File: src/rtl/sram_arbiter_if.sv
// Request/response bus between the two requesters and the SRAM arbiter.
// Two-bit fields carry one bit per requester; 64-bit fields carry one 32-bit lane per requester.
interface sram_arbiter_if;
    logic [1:0]  req_valid;
    logic [1:0]  req_ready;
    logic [63:0] req_addr;
    logic [1:0]  req_we;
    logic [7:0]  req_be;
    logic [63:0] req_wdata;
    logic [1:0]  rsp_valid;
    logic [63:0] rsp_rdata;
    logic [1:0]  rsp_err;

    modport master (
        output req_valid, req_addr, req_we, req_be, req_wdata,
        input  req_ready, rsp_valid, rsp_rdata, rsp_err
    );

    modport slave (
        input  req_valid, req_addr, req_we, req_be, req_wdata,
        output req_ready, rsp_valid, rsp_rdata, rsp_err
    );
endinterface

File: src/rtl/sram_arbiter.sv
// Round-robin arbiter sharing one single-port SRAM macro between two requesters.
// Pipeline: accept/issue (E0) -> SRAM sample (E1) -> response register (E2).
module sram_arbiter #(
    parameter int unsigned ADDR_W    = 15,
    parameter logic [31:0] BASE_ADDR = 32'h0000_0000
) (
    input  logic              CLK,
    input  logic              RSTN,
    sram_arbiter_if.slave     bus,
    output logic              CEB,
    output logic              OEB,
    output logic              GWEB,
    output logic              BWEB,
    output logic [3:0]        BWB,
    output logic [ADDR_W-1:0] A,
    output logic [31:0]       DIN,
    input  logic [31:0]       DOUT
);
    typedef enum logic [1:0] {OP_READ, OP_WRITE, OP_NOP, OP_ERR} op_e;

    // Upper address bits that must match the region base; the region is size-aligned.
    localparam logic [31:0] REGION_MASK = ~((32'd4 << ADDR_W) - 32'd1);

    logic        last_q, last_d;
    logic [1:0]  grant;
    logic        accept;
    logic        sel;
    logic [31:0] sel_addr;
    logic [31:0] sel_wdata;
    logic [3:0]  sel_be;
    logic        sel_we;
    op_e         sel_op;

    logic              iss_valid_q, iss_valid_d;
    logic              iss_port_q, iss_port_d;
    op_e               iss_op_q, iss_op_d;
    logic              ceb_q, ceb_d;
    logic              gweb_q, gweb_d;
    logic              bweb_q, bweb_d;
    logic [3:0]        bwb_q, bwb_d;
    logic [ADDR_W-1:0] a_q, a_d;
    logic [31:0]       din_q, din_d;

    logic rd_valid_q;
    logic rd_port_q;
    op_e  rd_op_q;

    logic [1:0]  rsp_valid_q, rsp_valid_d;
    logic [1:0]  rsp_err_q, rsp_err_d;
    logic [63:0] rsp_rdata_q, rsp_rdata_d;

    // NOTE: every signal written in an always_comb gets a default first, so no path can infer a latch.
    always_comb begin
        grant = 2'b00;
        case (bus.req_valid)
            2'b01:   grant = 2'b01;
            2'b10:   grant = 2'b10;
            2'b11:   grant = last_q ? 2'b01 : 2'b10;
            default: grant = 2'b00;
        endcase
        bus.req_ready = RSTN ? grant : 2'b00;
    end

    assign accept = |bus.req_ready;
    assign sel    = bus.req_ready[1];

    always_comb begin
        sel_addr  = sel ? bus.req_addr[63:32]  : bus.req_addr[31:0];
        sel_wdata = sel ? bus.req_wdata[63:32] : bus.req_wdata[31:0];
        sel_be    = sel ? bus.req_be[7:4]      : bus.req_be[3:0];
        sel_we    = sel ? bus.req_we[1]        : bus.req_we[0];
        if ((sel_addr & REGION_MASK) != (BASE_ADDR & REGION_MASK)) begin
            sel_op = OP_ERR;
        end else if (!sel_we) begin
            sel_op = OP_READ;
        end else if (sel_be == 4'h0) begin
            sel_op = OP_NOP;
        end else begin
            sel_op = OP_WRITE;
        end
    end

    // Strobes idle high every cycle without a real access; A/DIN simply hold.
    always_comb begin
        last_d      = last_q;
        iss_valid_d = accept;
        iss_port_d  = sel;
        iss_op_d    = sel_op;
        ceb_d       = 1'b1;
        gweb_d      = 1'b1;
        bweb_d      = 1'b1;
        bwb_d       = 4'hF;
        a_d         = a_q;
        din_d       = din_q;
        if (accept) begin
            last_d = sel;
            a_d    = sel_addr[ADDR_W+1:2];
            din_d  = sel_wdata;
            case (sel_op)
                OP_READ: begin
                    ceb_d = 1'b0;
                    bwb_d = 4'h0;
                end
                OP_WRITE: begin
                    ceb_d = 1'b0;
                    if (sel_be == 4'hF) begin
                        gweb_d = 1'b0;
                    end else begin
                        bweb_d = 1'b0;
                        bwb_d  = ~sel_be;
                    end
                end
                default: ;
            endcase
        end
    end

    always_comb begin
        rsp_valid_d = 2'b00;
        rsp_err_d   = 2'b00;
        rsp_rdata_d = 64'h0;
        if (rd_valid_q) begin
            rsp_valid_d[rd_port_q] = 1'b1;
            if (rd_op_q == OP_ERR) begin
                rsp_err_d[rd_port_q] = 1'b1;
            end
            if (rd_op_q == OP_READ) begin
                rsp_rdata_d = rd_port_q ? {DOUT, 32'h0} : {32'h0, DOUT};
            end
        end
    end

    // NOTE: sequential state uses non-blocking assignments so every flop samples pre-edge values.
    always_ff @(posedge CLK or negedge RSTN) begin
        if (!RSTN) begin
            last_q      <= 1'b1;
            iss_valid_q <= 1'b0;
            iss_port_q  <= 1'b0;
            iss_op_q    <= OP_NOP;
            ceb_q       <= 1'b1;
            gweb_q      <= 1'b1;
            bweb_q      <= 1'b1;
            bwb_q       <= 4'hF;
            a_q         <= '0;
            din_q       <= 32'h0;
            rd_valid_q  <= 1'b0;
            rd_port_q   <= 1'b0;
            rd_op_q     <= OP_NOP;
            rsp_valid_q <= 2'b00;
            rsp_err_q   <= 2'b00;
            rsp_rdata_q <= 64'h0;
        end else begin
            last_q      <= last_d;
            iss_valid_q <= iss_valid_d;
            iss_port_q  <= iss_port_d;
            iss_op_q    <= iss_op_d;
            ceb_q       <= ceb_d;
            gweb_q      <= gweb_d;
            bweb_q      <= bweb_d;
            bwb_q       <= bwb_d;
            a_q         <= a_d;
            din_q       <= din_d;
            rd_valid_q  <= iss_valid_q;
            rd_port_q   <= iss_port_q;
            rd_op_q     <= iss_op_q;
            rsp_valid_q <= rsp_valid_d;
            rsp_err_q   <= rsp_err_d;
            rsp_rdata_q <= rsp_rdata_d;
        end
    end

    assign CEB  = ceb_q;
    assign OEB  = 1'b0;
    assign GWEB = gweb_q;
    assign BWEB = bweb_q;
    assign BWB  = bwb_q;
    assign A    = a_q;
    assign DIN  = din_q;

    assign bus.rsp_valid = rsp_valid_q;
    assign bus.rsp_err   = rsp_err_q;
    assign bus.rsp_rdata = rsp_rdata_q;
endmodule
File: src/flat_wrapper.sv
// flat-port wrapper written by rule: the top's interface ports become plain ports
module sram_arbiter_flat 
#(
    parameter int unsigned ADDR_W    = 15,
    parameter logic [31:0] BASE_ADDR = 32'h0000_0000
)
  (CLK, RSTN, CEB, OEB, GWEB, BWEB, BWB, A, DIN, DOUT, bus_req_valid, bus_req_addr, bus_req_we, bus_req_be, bus_req_wdata, bus_req_ready, bus_rsp_valid, bus_rsp_rdata, bus_rsp_err);
  sram_arbiter_if bus_i ();
  input  logic CLK;
  input  logic RSTN;
  output logic CEB;
  output logic OEB;
  output logic GWEB;
  output logic BWEB;
  output logic [3:0] BWB;
  output logic [ADDR_W-1:0] A;
  output logic [31:0] DIN;
  input  logic [31:0] DOUT;
  input wire logic [$bits(bus_i.req_valid)-1:0] bus_req_valid;
  input wire logic [$bits(bus_i.req_addr)-1:0] bus_req_addr;
  input wire logic [$bits(bus_i.req_we)-1:0] bus_req_we;
  input wire logic [$bits(bus_i.req_be)-1:0] bus_req_be;
  input wire logic [$bits(bus_i.req_wdata)-1:0] bus_req_wdata;
  output wire logic [$bits(bus_i.req_ready)-1:0] bus_req_ready;
  output wire logic [$bits(bus_i.rsp_valid)-1:0] bus_rsp_valid;
  output wire logic [$bits(bus_i.rsp_rdata)-1:0] bus_rsp_rdata;
  output wire logic [$bits(bus_i.rsp_err)-1:0] bus_rsp_err;
  assign bus_i.req_valid = bus_req_valid;
  assign bus_i.req_addr = bus_req_addr;
  assign bus_i.req_we = bus_req_we;
  assign bus_i.req_be = bus_req_be;
  assign bus_i.req_wdata = bus_req_wdata;
  assign bus_req_ready = bus_i.req_ready;
  assign bus_rsp_valid = bus_i.rsp_valid;
  assign bus_rsp_rdata = bus_i.rsp_rdata;
  assign bus_rsp_err = bus_i.rsp_err;
  sram_arbiter #(.ADDR_W(ADDR_W), .BASE_ADDR(BASE_ADDR)) u_core (.CLK(CLK), .RSTN(RSTN), .bus(bus_i), .CEB(CEB), .OEB(OEB), .GWEB(GWEB), .BWEB(BWEB), .BWB(BWB), .A(A), .DIN(DIN), .DOUT(DOUT));
endmodule
File: config.mk
export PLATFORM = sky130hd
export DESIGN_NAME = sram_arbiter_flat
export DESIGN_NICKNAME = d
export VERILOG_FILES = /design/src/rtl/sram_arbiter_if.sv /design/src/rtl/sram_arbiter.sv /design/src/flat_wrapper.sv
export SDC_FILE = /design/constraint.sdc
export NUM_CORES = 1
export LEC_CHECK = 0
export BUFFER_PORTS_ARGS = -buffer_cell sky130_fd_sc_hd__buf_4
export CAP_MARGIN = 10
export CORE_AREA = 5 5 113 115
export CTS_CLUSTER_DIAMETER = 50
export CTS_CLUSTER_SIZE = 10
export DETAILED_ROUTE_END_ITERATION = 7
export DIE_AREA = 0 0 118 120
export PLACE_DENSITY = 0.85
export SLEW_MARGIN = 20
export SYNTH_ARGS = -nofsm -noshare
export SYNTH_HDL_FRONTEND = slang
export SYNTH_SLANG_ARGS = --single-unit
export TNS_END_PERCENT = 20
File: constraint.sdc
create_clock -name CLK -period 2.2 [get_ports CLK]
set_input_delay 0.22 -clock CLK [delete_from_list [all_inputs] [get_ports CLK]]
set_output_delay 0.22 -clock CLK [all_outputs]
set_load 0.01 [all_outputs]
# After elaboration in Yosys (flattened, before gate mapping)
# Index checks and enable logic that the tools add are counted.
# word_totals
register_bits,131
latch_bits,0
ramBits,0
mem_bits_ro,0
memories,0
# op_classes
addsub,0
multipliers,0
div_mod_pow,0
magnitude_cmp,2
eq_ne,6
n_shift,0
mux,29
n_bitwise,1
reduce_logical,7
# ops
operator,count
$mux 64,3
$mux 32,2
$reduce_bool 32->1,1
$mux 2,8
$mux 4,3
$mux 1,10
$pmux 4 s2,1
$eq 2x2->1 const B,3
$pmux 2 s3,1
$eq 2x1->1 const B,2
$eq 4x4->1 const B,1
$logic_not 2->1,2
$logic_not 4->1,1
$not 4->4,1
$reduce_or 2->1,2
$lt 1x2->1 const B,1
$demux 1 s1,1
$ge 1x1->1 const B,1
$logic_and 1x1->1,1

# Longest topological paths before layout
# depth
depth_word,12
mapped_depth,6
mapped_depth_nobuf,5

# Worst setup path before layout
# No wires, ideal clock.
# synth_timing
path_kind,reg2reg
from,register u_core.last_q
to,"register u_core.din_q[24], in the netlist u_core.DIN[24]"
t_arrival_ns,1.309
required_ns,2.073
setup_slack_ns,0.764
path_stages_with_launch,7
path_buffers,1
path_cell_list,dfstp_2 > nand2_2 > nand2_4 > inv_4 > buf_6 > a222oi_1 > inv_1
# synth_between
elab_chain_len,4
elab_cells_between_ends,5
classes_between,4 x mux; 1 x reduce/logical
# synth_rtl
element,line_no,rtl
from (decl),sram_arbiter.sv:24,"logic last_q, last_d;"
from (signal assigned),sram_arbiter.sv:153,last_q <= last_d;
$mux 2 (*),sram_arbiter.sv:58,2'b11: grant = last_q ? 2'b01 : 2'b10;
$pmux 2 s3 (*),sram_arbiter.sv:55,case (bus.req_valid)
$mux 2 (*),sram_arbiter.sv:61,bus.req_ready = RSTN ? grant : 2'b00;
via bus_req_ready[1],flat_wrapper.sv:24,output wire logic [$bits(bus_i.req_ready)-1:0] bus_req_ready;
$mux 32 / $reduce_or 2->1 (equally long branches),"sram_arbiter.sv:69, sram_arbiter.sv:64",
to (signal assigned),sram_arbiter.sv:162,din_q <= din_d;
to (decl),sram_arbiter.sv:42,"logic [31:0] din_q, din_d;"
# The timed path passes the listed nets; every way through them passes the cells marked *.
# A chain may end at the register's enable or synchronous reset.

# Worst setup path in the final report
# layout_timing
from,register u_core.last_q
to,output bus_req_ready[0]
# layout_between
elab_chain_len,3
# layout_rtl
element,line_no
$mux 2,sram_arbiter.sv:58
$pmux 2 s3,sram_arbiter.sv:55
$mux 2,sram_arbiter.sv:61
to (decl),flat_wrapper.sv:24
# No other way between the ends.

==> results.sh <==
export IMPL_seq_area_um2=3291
export IMPL_endpoint_kind="primary output"
export IMPL_holdCritPathClass="in -> reg"
export IMPL_clkPwrFrac=0.436
export IMPL_die_area_um2=14160
export IMPL_cts_path_max_buffers=2
export IMPL_comb_power_share=0.143
export IMPL_port_buffers=293
export IMPL_synthTopCellsByArea="dfrtp_1, a222oi_1, and2_1"
export IMPL_power_leakage_nw=4.280
export IMPL_finClkSkew_ps=7.584
export IMPL_vias=4432
export IMPL_die_w_um=118
export IMPL_start_util=0.4301
export IMPL_clock_sinks=131
export IMPL_fmax_mhz=505.5
export IMPL_cts_buffers=17
export IMPL_routabilityCongestion=0.8418
export IMPL_worst_path_max_delay_cell="dfstp_2"
export IMPL_clk_latency_ps=400
export IMPL_crit_family="buffers and inverters"
export IMPL_p_per_area_nw_per_um2=790.9
export IMPL_htree_levels=4
export IMPL_min_from="DOUT[12]"
export IMPL_critPathLaunchType="register"
export IMPL_async_flop_share=1.000
export IMPL_min_period_ps=1978
export IMPL_p_switching_mw=1.565
export IMPL_failed_checks="design-rule violations"
export IMPL_ff2ff_setup_slack_ps=520
export IMPL_final_hold_viol_count=0
export IMPL_clkTransAtPathRegs_ps=60
export IMPL_cp_num_buf_inv=2
export IMPL_drt_pass1_iter_count=8
export IMPL_ys_seq_elements=131
export IMPL_routed_wl_mm=15.97
export IMPL_first_iter_violations=623
export IMPL_antenna_cells=0
export IMPL_syn_area_um2=5037
export IMPL_internal_power_mw=4.724
export IMPL_rsz0062_at_grt="false"
export IMPL_cts_root_buffer="clkbuf_16"
export IMPL_avgSynthCellArea_um2=12.62
export IMPL_grt_max_degree=120
export IMPL_syn_to_final_growth_pct=57.85
export IMPL_postPlaceCellArea_um2=7348
export IMPL_tightest_slew_ps=614.8
export IMPL_slew_headroom=0.5888
export IMPL_r2r_end="u_core.DIN[12]"
export IMPL_routedWlPerCell_um=18.79
export IMPL_crit_chain="nor2b_4 -> nor2_4 -> buf_4 -> buf_4"
export IMPL_min_period_over_period=0.8992
export IMPL_rr_worst_depth=5
export IMPL_critical_path_class="reg -> out"
export IMPL_drc=1
export IMPL_synth_most_common_cell="dfrtp_1"
export IMPL_synthCells=399
export IMPL_grt_ovfl_total=0
export IMPL_cts_resized=0
export IMPL_sw_frac_of_total=0.2488
export IMPL_post_synth_top_area_cell="dfrtp_1"
export IMPL_final_nets=864
export IMPL_antenna_found_initial=0
export IMPL_holdPathEnd="u_core.bus.rsp_rdata[12]"
export IMPL_num_rows=40
export IMPL_fp_dieH_um=120
export IMPL_crit_arrival_ps=1760
export IMPL_worstReg2RegStart="u_core.last_q"
export IMPL_slowest_delay_ps=580
export IMPL_coreArea_um2=11710
export IMPL_synth_fp_nets=573
export IMPL_hold_depth=2
export IMPL_multi_input_area_um2=1426
export IMPL_setup_tns_final_ps=0
export IMPL_yosysSeqAreaShare=0.6533
export IMPL_fillers=820
export IMPL_cts_tree="done"
export IMPL_finalMaxSlewViolations=0
export IMPL_synth_commonest_cells="dfrtp_1, and2_1, inv_1"
export IMPL_critical_path_max_fanout=48
export IMPL_synthFlopType="dfrtp_1"
export IMPL_viasPerCell=5.214
export IMPL_path_common_cell="buf_4"
export IMPL_synth_cell_types=35
export IMPL_peakVddDrop_mv=0.5559
export IMPL_dp_hpwl_mm=11.74
export IMPL_layout_drive_gt1_share=0.5092
export IMPL_synth_warnings=0
export IMPL_power_mw=6.289
export IMPL_p_seq_frac=0.421
export IMPL_synth_edf_count=0
export IMPL_synth_top_cell_area_share=0.6011
export IMPL_grt_pass1_vias=4768
export IMPL_finalSetupViolCount=0
export IMPL_required_ps=1980
export IMPL_ant_nets=0
export IMPL_cap_violations=0
export IMPL_gr_usage_all_layers=0.2187
export IMPL_status="complete, but fails checks"
export IMPL_stdcell_area_um2=7951
export IMPL_io_pins=299
export IMPL_grt_first_pass_wirelength_mm=24.75
==> worst reg2reg max path, cell delays in order, from the launching register on <==
cell and delay [ps]:
dfstp_2 580, nand2_2 110, nand2_4 120, inv_4 180
a222oi_1 500, inv_1 70
==> cells in the final DEF, fill, tap and decap left out, types with 2 or more instances in the layout <==
cell type and instances:
nand4_1 6, clkinvlp_4 3, bufinv_16 2, inv_1 50, nand2_1 16, and2_1 65, dfstp_2 10, nor2_1 8
o22ai_1 2, o21ba_2 4, clkbuf_16 17, nor4_1 5, buf_4 296, clkinv_2 2, o22a_1 2, nand2b_1 2
nor3_2 2, nor4_2 3, dlygate4sd3_1 2, nand3_1 4, o2111ai_1 4, inv_6 3, a222oi_1 47, dfrtp_1 121
clkinv_4 4, o2bb2ai_1 4, nor3_1 2
==> flip-flops by register name, indices dropped and copies added (netlist names) <==
| signal | cells |
|---|---|
| u_core.rd_port_q | 1 |
| u_core.GWEB | 1 |
| u_core.BWEB | 1 |
| u_core.rd_op_q | 2 |
| u_core.iss_valid_q | 1 |
| u_core.bus.rsp_rdata | 64 |
| u_core.A | 15 |
| u_core.iss_op_q | 2 |
| u_core.iss_port_q | 1 |
| u_core.DIN | 32 |
| u_core.CEB | 1 |
| u_core.BWB | 4 |
| u_core.rd_valid_q | 1 |
| u_core.last_q | 1 |
| u_core.bus.rsp_err | 2 |
| u_core.bus.rsp_valid | 2 |
==> per-stage QoR <==
stage          instances  utilization  hold slack, ps  setup slack (ps)
6_report             850       0.6790           38.33             221.8
5_1_grt              850       0.6790           17.92             142.3
4_1_cts              850       0.6790           20.42             209.3
3_5_place_dp         816       0.6275           73.92             472.6
3_3_place_gp         816       0.6275           73.46             511.4
2_1_floorplan        399            -          -75.59             764.0
==> what timing repair did <==
item,in CTS,in global routing
hold buffers,2,0
buffers inserted,0,0
hold endpoints to repair,12,0
==> power groups by stage <==
stage	combinational [mW]	sequential [mW]	clock, mW
floorplan	0.259	2.74	0
global placement	0.880	2.68	0
detailed placement	0.907	2.68	0
CTS	0.911	2.65	2.79
global route	0.977	2.66	2.92
finish	0.899	2.65	2.74
==> final cells by class <==
type,instances,share of cell area
Clock inverter,14,0.01935
Sequential cell,131,0.4138
Multi-Input combinational cell,189,0.1794
Timing Repair Buffer,300,0.2859
Inverter,51,0.02439
Tap cell,147,0.02313
Clock buffer,18,0.05397
==> worst max-delay path by stage <==
stage	slack [ps]	start	end	cells past startpoint
2_1_floorplan	760	u_core.last_q	u_core.DIN[24]	6
3_3_place_gp	510	RSTN	bus_req_ready[1]	5
3_5_place_dp	470	RSTN	u_core.BWB[0]	6
4_1_cts	210	u_core.last_q	bus_req_ready[0]	4
5_1_grt	140	u_core.last_q	bus_req_ready[0]	4
6_report	220	u_core.last_q	bus_req_ready[0]	4
==> routing by layer <==
layer / global-route usage / part of all wire / wire length [µm]
met1: 0.2471 / 0.36 / 5802
met2: 0.3890 / 0.53 / 8475
met3: 0.07540 / 0.091 / 1452
met4: 0.06882 / 0.015 / 242
met5: 0 / 0 / 0
==> kinds of logic (layout without fill, tap and decap cells) <==
family	after synthesis	in the layout	synth area share
simple gates	119	119	0.1403
compound gates	67	67	0.1321
buf+inv	79	383	0.06930
mux	2	2	0.004222
other cells	1	1	0.0007444
flops	131	131	0.6533
Power figures use the tool's default switching activity.
